$ cat config.mk
export PLATFORM = sky130hd
export DESIGN_NAME = car_traffic_controller
export DESIGN_NICKNAME = d
export VERILOG_FILES = /design/src/rtl/car_traffic_controller.sv
export SDC_FILE = /design/constraint.sdc
export NUM_CORES = 1
export LEC_CHECK = 0
export CAP_MARGIN = 20
export CORE_UTILIZATION = 54
export CTS_CLUSTER_SIZE = 16
export DETAILED_ROUTE_END_ITERATION = 6
export GPL_ROUTABILITY_DRIVEN = 0
export PLACE_DENSITY = 0.87
export SLEW_MARGIN = 5
export SYNTH_ARGS = -nofsm -noshare
export SYNTH_HDL_FRONTEND = slang
export SYNTH_SLANG_ARGS = --single-unit
$ cat constraint.sdc
create_clock -name i_Clk -period 4.9 [get_ports i_Clk]
set_input_delay 0.98 -clock i_Clk [delete_from_list [all_inputs] [get_ports i_Clk]]
set_output_delay 0.98 -clock i_Clk [all_outputs]
set_load 0.02 [all_outputs]
$ cat src/rtl/car_traffic_controller.sv
// Frogger traffic: four cars in fixed lanes, divider-paced wrap-around motion,
// with a timed freeze after a collision that ends by restoring start positions.
module car_traffic_controller #(
  parameter int TILE_SIZE     = 32,
  parameter int SCREEN_W      = 640,
  parameter int CAR1_Y        = 64,
  parameter int CAR2_Y        = 128,
  parameter int CAR3_Y        = 192,
  parameter int CAR4_Y        = 256,
  parameter int CAR1_X0       = 0,
  parameter int CAR2_X0       = 160,
  parameter int CAR3_X0       = 320,
  parameter int CAR4_X0       = 480,
  parameter int CAR1_DIV      = 4,
  parameter int CAR2_DIV      = 3,
  parameter int CAR3_DIV      = 2,
  parameter int CAR4_DIV      = 1,
  parameter int FREEZE_FRAMES = 60
) (
  input  logic       i_Clk,
  input  logic       i_Reset,
  input  logic       i_Frame_Tick,
  input  logic       i_Run,
  input  logic [1:0] i_Level,
  input  logic       i_Has_Collided,
  output logic [9:0] o_Car1_X,
  output logic [9:0] o_Car2_X,
  output logic [9:0] o_Car3_X,
  output logic [9:0] o_Car4_X,
  output logic [9:0] o_Car1_Y,
  output logic [9:0] o_Car2_Y,
  output logic [9:0] o_Car3_Y,
  output logic [9:0] o_Car4_Y,
  output logic       o_Step,
  output logic       o_Frozen
);

  localparam int FW = $clog2(FREEZE_FRAMES) + 1;

  // Index 0 is car 1; even indices travel right, odd indices travel left.
  localparam logic [3:0][2:0] DIV = {3'(CAR4_DIV), 3'(CAR3_DIV), 3'(CAR2_DIV), 3'(CAR1_DIV)};
  localparam logic [3:0][9:0] X0  = {10'(CAR4_X0), 10'(CAR3_X0), 10'(CAR2_X0), 10'(CAR1_X0)};
  localparam logic [10:0]     SW  = 11'(SCREEN_W);

  typedef enum logic [1:0] {IDLE, RUN, FROZEN} state_t;

  state_t          state;
  logic [3:0][9:0] car_x;
  logic [3:0][2:0] div_cnt;
  logic [3:0]      hit;
  logic [FW-1:0]   frz_cnt;

  function automatic logic [9:0] step_x(input logic [9:0] x, input logic right,
                                        input logic [1:0] lvl);
    logic [10:0] s, n;
    s = {9'd0, lvl} + 11'd1;
    if (right) begin
      n = {1'b0, x} + s;
      if (n >= SW) n = n - SW;
    end else if ({1'b0, x} < s) begin
      n = {1'b0, x} + SW - s;
    end else begin
      n = {1'b0, x} - s;
    end
    return n[9:0];
  endfunction

  always_comb begin
    hit = '0;
    for (int i = 0; i < 4; i++) hit[i] = (div_cnt[i] == DIV[i] - 3'd1);
  end

  always_ff @(posedge i_Clk) begin
    if (i_Reset) begin
      state    <= IDLE;
      car_x    <= X0;
      div_cnt  <= '0;
      frz_cnt  <= '0;
      o_Step   <= 1'b0;
      o_Frozen <= 1'b0;
      o_Car1_Y <= 10'(CAR1_Y);
      o_Car2_Y <= 10'(CAR2_Y);
      o_Car3_Y <= 10'(CAR3_Y);
      o_Car4_Y <= 10'(CAR4_Y);
    end else begin
      o_Step <= 1'b0;
      case (state)
        IDLE: if (i_Run) state <= RUN;
        RUN: begin
          if (i_Has_Collided) begin
            state    <= FROZEN;
            frz_cnt  <= '0;
            o_Frozen <= 1'b1;
          end else if (!i_Run) begin
            state <= IDLE;
          end else if (i_Frame_Tick) begin
            for (int i = 0; i < 4; i++) begin
              if (hit[i]) begin
                div_cnt[i] <= '0;
                car_x[i]   <= step_x(car_x[i], ~i[0], i_Level);
              end else begin
                div_cnt[i] <= div_cnt[i] + 3'd1;
              end
            end
            o_Step <= |hit;
          end
        end
        FROZEN: begin
          if (i_Frame_Tick) begin
            if (frz_cnt == FW'(FREEZE_FRAMES - 1)) begin
              state    <= IDLE;
              car_x    <= X0;
              div_cnt  <= '0;
              frz_cnt  <= '0;
              o_Frozen <= 1'b0;
            end else begin
              frz_cnt <= frz_cnt + 1'b1;
            end
          end
        end
        default: state <= IDLE;
      endcase
    end
  end

  assign o_Car1_X = car_x[0];
  assign o_Car2_X = car_x[1];
  assign o_Car3_X = car_x[2];
  assign o_Car4_X = car_x[3];

endmodule

---- Yosys cells after proc, flatten, opt, wreduce, memory -nomap -nowiden ----
Cells that the tools add are included.
storage, ports and cells
  register bits after elaboration ......... 63
  logic and storage cells ................. 104
  output and inout bits ................... 82
cells by class
  multiplexer cells ....................... 38
  equality and inequality tests ........... 18
  $lt $le $gt $ge ......................... 4
  add/sub/neg operators ................... 16
  reduce and logical (&&, ||, !) cells .... 13
  bitwise logic cells ..................... 3
operator list
  cell                                                                     count
  40-bit two-way mux                                                       5
  10-bit two-way mux                                                       8
  40-bit one-hot mux with 2 select lines                                   1
  12-bit two-way mux                                                       5
  10-bit by 3-bit subtractor with 10-bit output                            4
  7-bit AND reduction                                                      4
  12-bit one-hot mux with 2 select lines                                   1
  10-bit by 3-bit adder with 11-bit output                                 2
  11-bit by 10-bit >= comparator with 1-bit output, second input constant  2
  2-bit inequality test, second input constant                             11
  7-bit two-way mux                                                        3
  10-bit adder, second input constant                                      2
  10-bit subtractor, second input constant                                 2
  7-bit one-hot mux with 2 select lines                                    1
  3-bit by 1-bit adder with 3-bit output, second input constant            4
  3-bit two-way mux                                                        4
  10-bit by 11-bit < comparator with 1-bit output                          1
  10-bit by 3-bit < comparator with 1-bit output                           1
  2-bit two-way mux                                                        5
  4-bit AND reduction                                                      2
  7-bit by 1-bit adder with 7-bit output, second input constant            1
  7-bit by 6-bit equality test with 1-bit output, second input constant    1
  3-bit by 2-bit equality test with 1-bit output, second input constant    2
  2-bit one-hot mux with 3 select lines                                    1
  15 further kinds                                                         19

---- Longest topological paths before layout ----
Gate-level depths: netlist (run 1).
  depth in word-level cells ............... 9
  mapped depth ............................ 14
  depth with buffers taken out ............ 14

---- Worst setup path after synthesis (run 1) ----
OpenSTA, ideal clock, no wires.
  path type ............................... input-to-reg
  start ................................... input i_Level[0]
  end ..................................... register car_x, in the netlist o_Car1_X[7]
  cell stages on the path ................. 13
  setup slack ............................. 1.000 ns
  arrival ................................. 3.815 ns
  setup time .............................. 0.086 ns
  cell sequence ........................... ha_1 > fa_1 > a21oi_1 > a21oi_4 > and3_1 > nand4_1 > xor2_1 > ha_1 > nor2_1 > a22o_1 > nand2b_1 > a211o_1 > a211oi_1
between the ends
  longest elaborated chain between the ends .. 9
  elaborated cells on any way between the ends .. 10
  those cells by class .................... add/sub (3); order compare (1); mux (6)
RTL lines
  element                                                                                       RTL line  text
  start: declaration                                                                            24        input logic [1:0] i_Level,
  2-bit by 1-bit adder with 3-bit output (*)                                                    56        s = {9'd0, lvl} + 11'd1;
  10-bit by 3-bit adder with 11-bit output (*)                                                  58        n = {1'b0, x} + s;
  10-bit subtractor / 11-bit by 10-bit >= comparator with 1-bit output (equally long branches)  59        if (n >= SW) n = n - SW;
  10-bit two-way mux (*)                                                                        59
  10-bit two-way mux (*)                                                                        98        if (hit[i]) begin
  40-bit two-way mux (*)                                                                        96        end else if (i_Frame_Tick) begin
  40-bit two-way mux (*)                                                                        94        end else if (!i_Run) begin
  40-bit two-way mux (*)                                                                        90        if (i_Has_Collided) begin
  40-bit one-hot mux with 2 select lines (*)                                                    87        case (state)
  end signal: indexed assignment                                                                100       car_x[i] <= step_x(car_x[i], ~i[0], i_Level);
  end: declaration                                                                              48        logic [3:0][9:0] car_x;
Every way passes the cells marked *; elsewhere a longest branch is shown, timed or not. The select of a mux whose other input is x is not followed.
A chain may end at the register's enable or synchronous reset.

---- Worst setup path in the final report (run 1) ----
Ends and elaborated chain as after synthesis.

==> flow_summary_export.csv, run 1 <==
group,metric,value,unit
critical_path,path_class,"in2reg",
floorplan,fp.dieW,98.14,um
critical_path,start_kind,"input pin",
floorplan,die_h,98.14,um
cells_and_area,final_cell_mix,"dfxtp_1, nor2_1, a21oi_1",
routing,wl,12530,um
cells_and_area,final_util,62.80,%
synth,avgSynthCellArea,7.798,um2
cells_and_area,drive_above_1_share,4.106,%
timing,finClkSkew,12.60,ps
global_routing,grt_max_degree,29,
timing,slew_viol_final,0,
critical_path,critical_path_arrival,4600,ps
cells_and_area,n_antenna_cell,0,
run,maxCapViolCount,0,
synth,yosysSeqAreaShare,25.27,%
place,pre_cts_ws,217.7,ps
critical_path,cp_max_fo,6,
timing,rsz0062_at_grt,"false",
global_routing,antenna_found_initial,0,
timing,setup_ws,570.1,ps
floorplan,std_cell_rows,34,
place,io_buffer_count,48,
clock_tree,clock_path_buffers,2,
routing,wl_per_cell,15.86,um
outcome,status,"finished, violations left",
power_and_ir_drop,powerDensity,195.9,nW/um2
synth,syn_area,4991,um2
routing,ant_nets,0,
floorplan,design.core.area,8848,um2
timing,hold_violations,0,
global_routing,grt_pass1_wl,21060,um
floorplan,io_pins,89,
clock_tree,hold_buffers,0,
cells_and_area,fill_cells,723,
timing,tns,0,ps
synth,yosys_warnings,0,
outcome,failed_checks,"DRC",
power_and_ir_drop,power.total,1088,uW
clock_tree,clock-root-buffer,"clkbuf_8",
synth,async_flop_share,0,%
global_routing,grt_pass1_vias,4571,
synth,ys_ff_latch,63,
clock_tree,cts_tree,"done",
power_and_ir_drop,power.leakage,0.002198,uW
timing,finalSetupViolCount,0,
routing,drt_pre_antenna_iters,7,
synth,synth_ff_type,"dfxtp_1",
cells_and_area,num-nets-final,736,
cells_and_area,syn2layout_area_growth,11.33,%
clock_tree,path_clk_slew,70,ps
worst_hold_path,hp-class,"reg2reg",
critical_path,cp.required,5170,ps
synth,synth_cell_type_count,70,
routing,drt-initial-drc-count,310,
clock_tree,cts_num_sinks,63,
clock_tree,htree_levels,3,
floorplan,start_util,56.41,%
global_routing,gr-usage-all-layers,26.78,%
clock_tree,cts_setup_buffers,0,
clock_tree,cts_resized,0,
timing,slew_headroom,36.74,%
synth,synth_edf_count,0,
floorplan,dieArea,9631,um2
timing,worstMarginPinSlew,947.0,ps
routing,via_per_inst,6.046,
clock_tree,cts_buffers,9,
timing,post-route-min-period,4330,ps
global_routing,grt_overflow_total,0,
cells_and_area,mostFrequentLayoutCell,"dfxtp_1",
routing,drc_errors,11,
routing,routed-via-count,4776,
power_and_ir_drop,ir_drop,177.8,uV
timing,fmax,231.0,MHz
place,hpwl,9196,um
clock_tree,clock_latency,350,ps
critical_path,end_kind,"register",
synth,syn_inst,640,
timing,finalCritPeriodShare,88.37,%
==> synth_stat cells, drive strengths merged, types with 13 or more instances <==
cell type / instances / share of area, %
dfxtp: 63 / 25
nor2: 62 / 4.7
a21oi: 60 / 6.2
nand2: 54 / 4.1
buf: 46 / 6.8
ha: 43 / 11
inv: 41 / 3.1
o21ai: 30 / 3.0
xnor2: 21 / 3.8
nand3: 19 / 1.9
nor3: 19 / 1.9
clkbuf: 16 / 1.2
xor2: 13 / 2.3
==> cells by family after synthesis <==
kind of cell | synth area share (%)
AND/OR/NAND/NOR | 24.02
multiplexers | 1.003
AO/OA/AOI/OAI | 18.33
adder cells (fa/ha/maj) | 13.99
flip-flops | 25.27
buffers and inverters | 11.13
other | 0.1505
XOR/XNOR | 6.117
==> metal layers <==
layer	up-vias	wire length [um]	track usage, %
met5	-	0	0
met4	0	361	13.55
met3	43	839	5.154
met2	228	6175	45.99
met1	2257	5152	31.90
li1	2248	-	-
==> final cells by class <==
cell class / count / area (um2) / area share [%]
sequential: 63 / 1261 / 22.70
inverter: 41 / 153.9 / 2.770
tap: 108 / 135.1 / 2.432
clock inverter: 6 / 62.56 / 1.126
clock buffer: 9 / 123.9 / 2.229
timing repair buffer: 51 / 503.0 / 9.052
multi-input combinational: 512 / 3317 / 59.69
==> path summary, 6_finish.rpt <==
kind | end | slack [ps] | depth (start not counted) | startpoint
min reg2reg | div_cnt[2]$_SDFFE_PP0P_ | 480 | 2 | div_cnt[2]$_SDFFE_PP0P_
max | o_Car1_X[7]$_SDFFE_PP0P_ | 570 | 14 | i_Level[0]
min | div_cnt[2]$_SDFFE_PP0P_ | 480 | 2 | div_cnt[2]$_SDFFE_PP0P_
max reg2reg | o_Car1_X[7]$_SDFFE_PP0P_ | 1570 | 13 | o_Car1_X[0]$_SDFFE_PP0P_
==> report_power, final <==
| group | total [uW] | switching [uW] | internal (uW) |
|---|---|---|---|
| registers | 518 | 3.32 | 515 |
| logic | 130 | 90.5 | 39.0 |
| clock network | 441 | 210 | 231 |
| total | 1090 | 304 | 784 |
==> worst max-delay path, stage by stage <==
cell             delay, ps
clkdlybuf4s50_1        450
ha_1                   460
fa_1                   510
a21oi_1                320
a21oi_4                 70
and3_1                 220
nand4_1                110
xor2_1                 260
ha_1                   260
nor2_1                  60
a22o_1                 220
nand2b_1               200
a211o_1                290
a211oi_1               190
==> stage by stage <==
| step | cell area, um2 | hold slack [ps] | cells |
|---|---|---|---|
| finish | 5557 | 479.1 | 790 |
| CTS | 5557 | 468.2 | 790 |
| global placement | 5370 | 431.1 | 775 |
| global route | 5557 | 505.6 | 790 |
| detailed placement | 5370 | 457.2 | 775 |
| floorplan | 5134 | 420.2 | 678 |
==> registers in the layout, summed over array words and instances, names as in the netlist <==
name,count
o_Step,1
o_Car4_X,10
state,2
o_Car1_X,10
div_cnt,12
o_Frozen,1
o_Car3_X,10
o_Car2_X,10
frz_cnt,7
(Power assumes the default switching activity.)
==> run 2, diff against run 1 <==
--- a/config.mk
+++ b/config.mk
@@ -6,11 +6,11 @@
 export NUM_CORES = 1
 export LEC_CHECK = 0
 export CAP_MARGIN = 20
-export CORE_UTILIZATION = 54
+export CORE_UTILIZATION = 50
 export CTS_CLUSTER_SIZE = 16
 export DETAILED_ROUTE_END_ITERATION = 6
-export GPL_ROUTABILITY_DRIVEN = 0
-export PLACE_DENSITY = 0.87
+export GPL_ROUTABILITY_DRIVEN = 1
+export PLACE_DENSITY = 0.81
 export SLEW_MARGIN = 5
 export SYNTH_ARGS = -nofsm -noshare
 export SYNTH_HDL_FRONTEND = slang
==> run 2 against run 1 <==
Against the previous run:
- the run now ends clean
- core utilization decreased by 4.9 points
- sequential share of layout area decreased by 0.32 points
- global-route usage decreased by 2.4 points
- die area increased by 7.8%
- clock power increased by 20%
- non-clock buffer count increased by 1
- combinational power about the same
- maximum frequency decreased by 2.0%
- critical endpoint unchanged
- largest power group is now clock
==> flow_summary_export.csv, run 2 (synthesized netlist as in run 1, its figures left out) <==
group,metric,value,unit
outcome,status,"finished, final reports clean",
global_routing,grt_max_degree,49,
routing,wl_per_cell,14.73,um
power_and_ir_drop,pwr-share-seq,44.0,%
global_routing,antenna_found_initial,0,
timing,post-route-min-period,4416,ps
global_routing,grt_pass1_wl,19840,um
critical_path,end_kind,"register",
floorplan,design.core.area,9729,um2
critical_path,cp_cell_sequence,"clkdlybuf4s50_1 > ha_1 > fa_1 > a21oi_1 > a21oi_4 > and3_1 > nand4_1 > xor2_1 > ha_1 > nor2_1 > a22o_1 > nand2b_1 > a211o_1 > a211oi_1",
floorplan,io_pins,89,
place,dp.cells,801,
critical_path,cp_max_fo,6,
clock_tree,path_clk_slew,80,ps
routing,drt-initial-drc-count,245,
routing,via_per_inst,5.630,
global_routing,grt_overflow_total,0,
clock_tree,cts_buffers,9,
place,hpwl,8848,um
clock_tree,cts_num_sinks,63,
clock_tree,htree_levels,3,
floorplan,start_util,51.30,%
power_and_ir_drop,p_clk_share,45.0,%
place,place.gp.congestion,0.8552,
run,maxCapViolCount,0,
critical_path,cp_common_cell,"ha_1",
power_and_ir_drop,ir_drop,199.5,uV
critical_path,critical_path_arrival,4690,ps
timing,fmax,226.4,MHz
cells_and_area,syn2layout_area_growth,12.94,%
timing,rsz0062_at_grt,"false",
power_and_ir_drop,intPower,846.6,uW
timing,finClkSkew,8.861,ps
cells_and_area,regMostFlops,"div_cnt",
power_and_ir_drop,p_sw_share,27.99,%
power_and_ir_drop,pwr-share-comb,11.0,%
worst_hold_path,hp-class,"reg2reg",
critical_path,crit_slowest_cell,"fa_1",
cells_and_area,num-nets-final,737,
timing,whs,473.9,ps
floorplan,fp.dieW,101.9,um
clock_tree,hold_buffers,0,
clock_tree,cts_resized,0,
clock_tree,cts_setup_buffers,0,
global_routing,grt_pass1_vias,4335,
cells_and_area,fin_cells,817,
routing,wl,12030,um
cells_and_area,largest_reg_flops,12,
cells_and_area,mostFrequentLayoutCell,"dfxtp_1",
timing,tns,0,ps
critical_path,critPathMaxStageDelay,510,ps
floorplan,dieArea,10390,um2
routing,routed-via-count,4600,
clock_tree,clock-root-buffer,"clkbuf_8",
timing,slew_viol_final,0,
critical_path,path_class,"in2reg",
floorplan,std_cell_rows,36,
critical_path,cp.required,5170,ps
power_and_ir_drop,power.leakage,0.002218,uW
cells_and_area,final_cell_mix,"dfxtp_1, nor2_1, a21oi_1",
cells_and_area,n_antenna_cell,0,
timing,finalSetupViolCount,0,
critical_path,start_kind,"input pin",
timing,slew_headroom,33.46,%
place,io_buffer_count,48,
timing,finalCritPeriodShare,90.12,%
global_routing,gr-usage-all-layers,24.39,%
routing,ant_nets,0,
timing,worstMarginPinSlew,996.0,ps
routing,drc_errors,0,
floorplan,die_h,101.9,um
timing,hold_violations,0,
clock_tree,cts_tree,"done",
clock_tree,clock_path_buffers,2,
cells_and_area,drive_above_1_share,4.386,%
routing,drt_pre_antenna_iters,5,
clock_tree,clock_latency,360,ps
power_and_ir_drop,switchingPower,329.1,uW
power_and_ir_drop,powerDensity,208.6,nW/um2
## run 2: power by group through the flow
stage | registers (uW) | clock network (uW) | logic [uW]
finish | 517 | 529 | 129
global route | 518 | 564 | 143
CTS | 517 | 535 | 128
detailed placement | 529 | 0 | 126
global placement | 529 | 0 | 123
floorplan | 530 | 0 | 121
## run 2: area by class of cell
class                   count  area (um2)
flip-flops and latches     63        1261
repair buffers             52       510.5
fillers                   905        4093
clock buffers               9       123.9
multi-input cells         512        3317
inverters                  41       153.9
clock inverters             7       103.9
well taps                 133       166.4
## run 2: final timing paths
path / startpoint / endpoint / slack [ps] / depth (start not counted)
setup reg to reg: o_Car1_X[0]$_SDFFE_PP0P_ / o_Car1_X[7]$_SDFFE_PP0P_ / 1460 / 13
hold reg to reg: div_cnt[2]$_SDFFE_PP0P_ / div_cnt[2]$_SDFFE_PP0P_ / 470 / 2
setup / recovery: i_Level[0] / o_Car1_X[7]$_SDFFE_PP0P_ / 480 / 14
hold / removal: div_cnt[2]$_SDFFE_PP0P_ / div_cnt[2]$_SDFFE_PP0P_ / 470 / 2
## run 2: critical path, delay by kind of cell
| kind | cells | cell delay, ps |
|---|---|---|
| adder cells (fa/ha/maj) | 3 | 1240 |
| buffers and inverters | 1 | 470 |
| XOR/XNOR | 1 | 270 |
| AO/OA/AOI/OAI | 5 | 1130 |
| AND/OR/NAND/NOR | 4 | 590 |
## run 2: stage by stage
| step | setup WS [ps] | power [uW] | util (%) | area [um2] |
|---|---|---|---|---|
| 6_report | 484.0 | 1176 | 57.93 | 5637 |
| 4_1_cts | 529.2 | 1180 | 57.93 | 5637 |
| 2_1_floorplan | 999.6 | 651.5 | - | 5134 |
| 3_3_place_gp | 334.7 | 652.5 | 55.59 | 5409 |
| 3_5_place_dp | 173.5 | 655.7 | 55.59 | 5409 |
| 5_1_grt | 275.4 | 1224 | 57.93 | 5637 |
## run 2: routing by layer
layer	up-vias	GRT usage, %	part of all wire, %
met2	119	42.15	49
li1	2262	-	-
met4	0	9.231	2.1
met1	2195	29.55	45
met3	24	5.609	4.1
met5	-	0	0
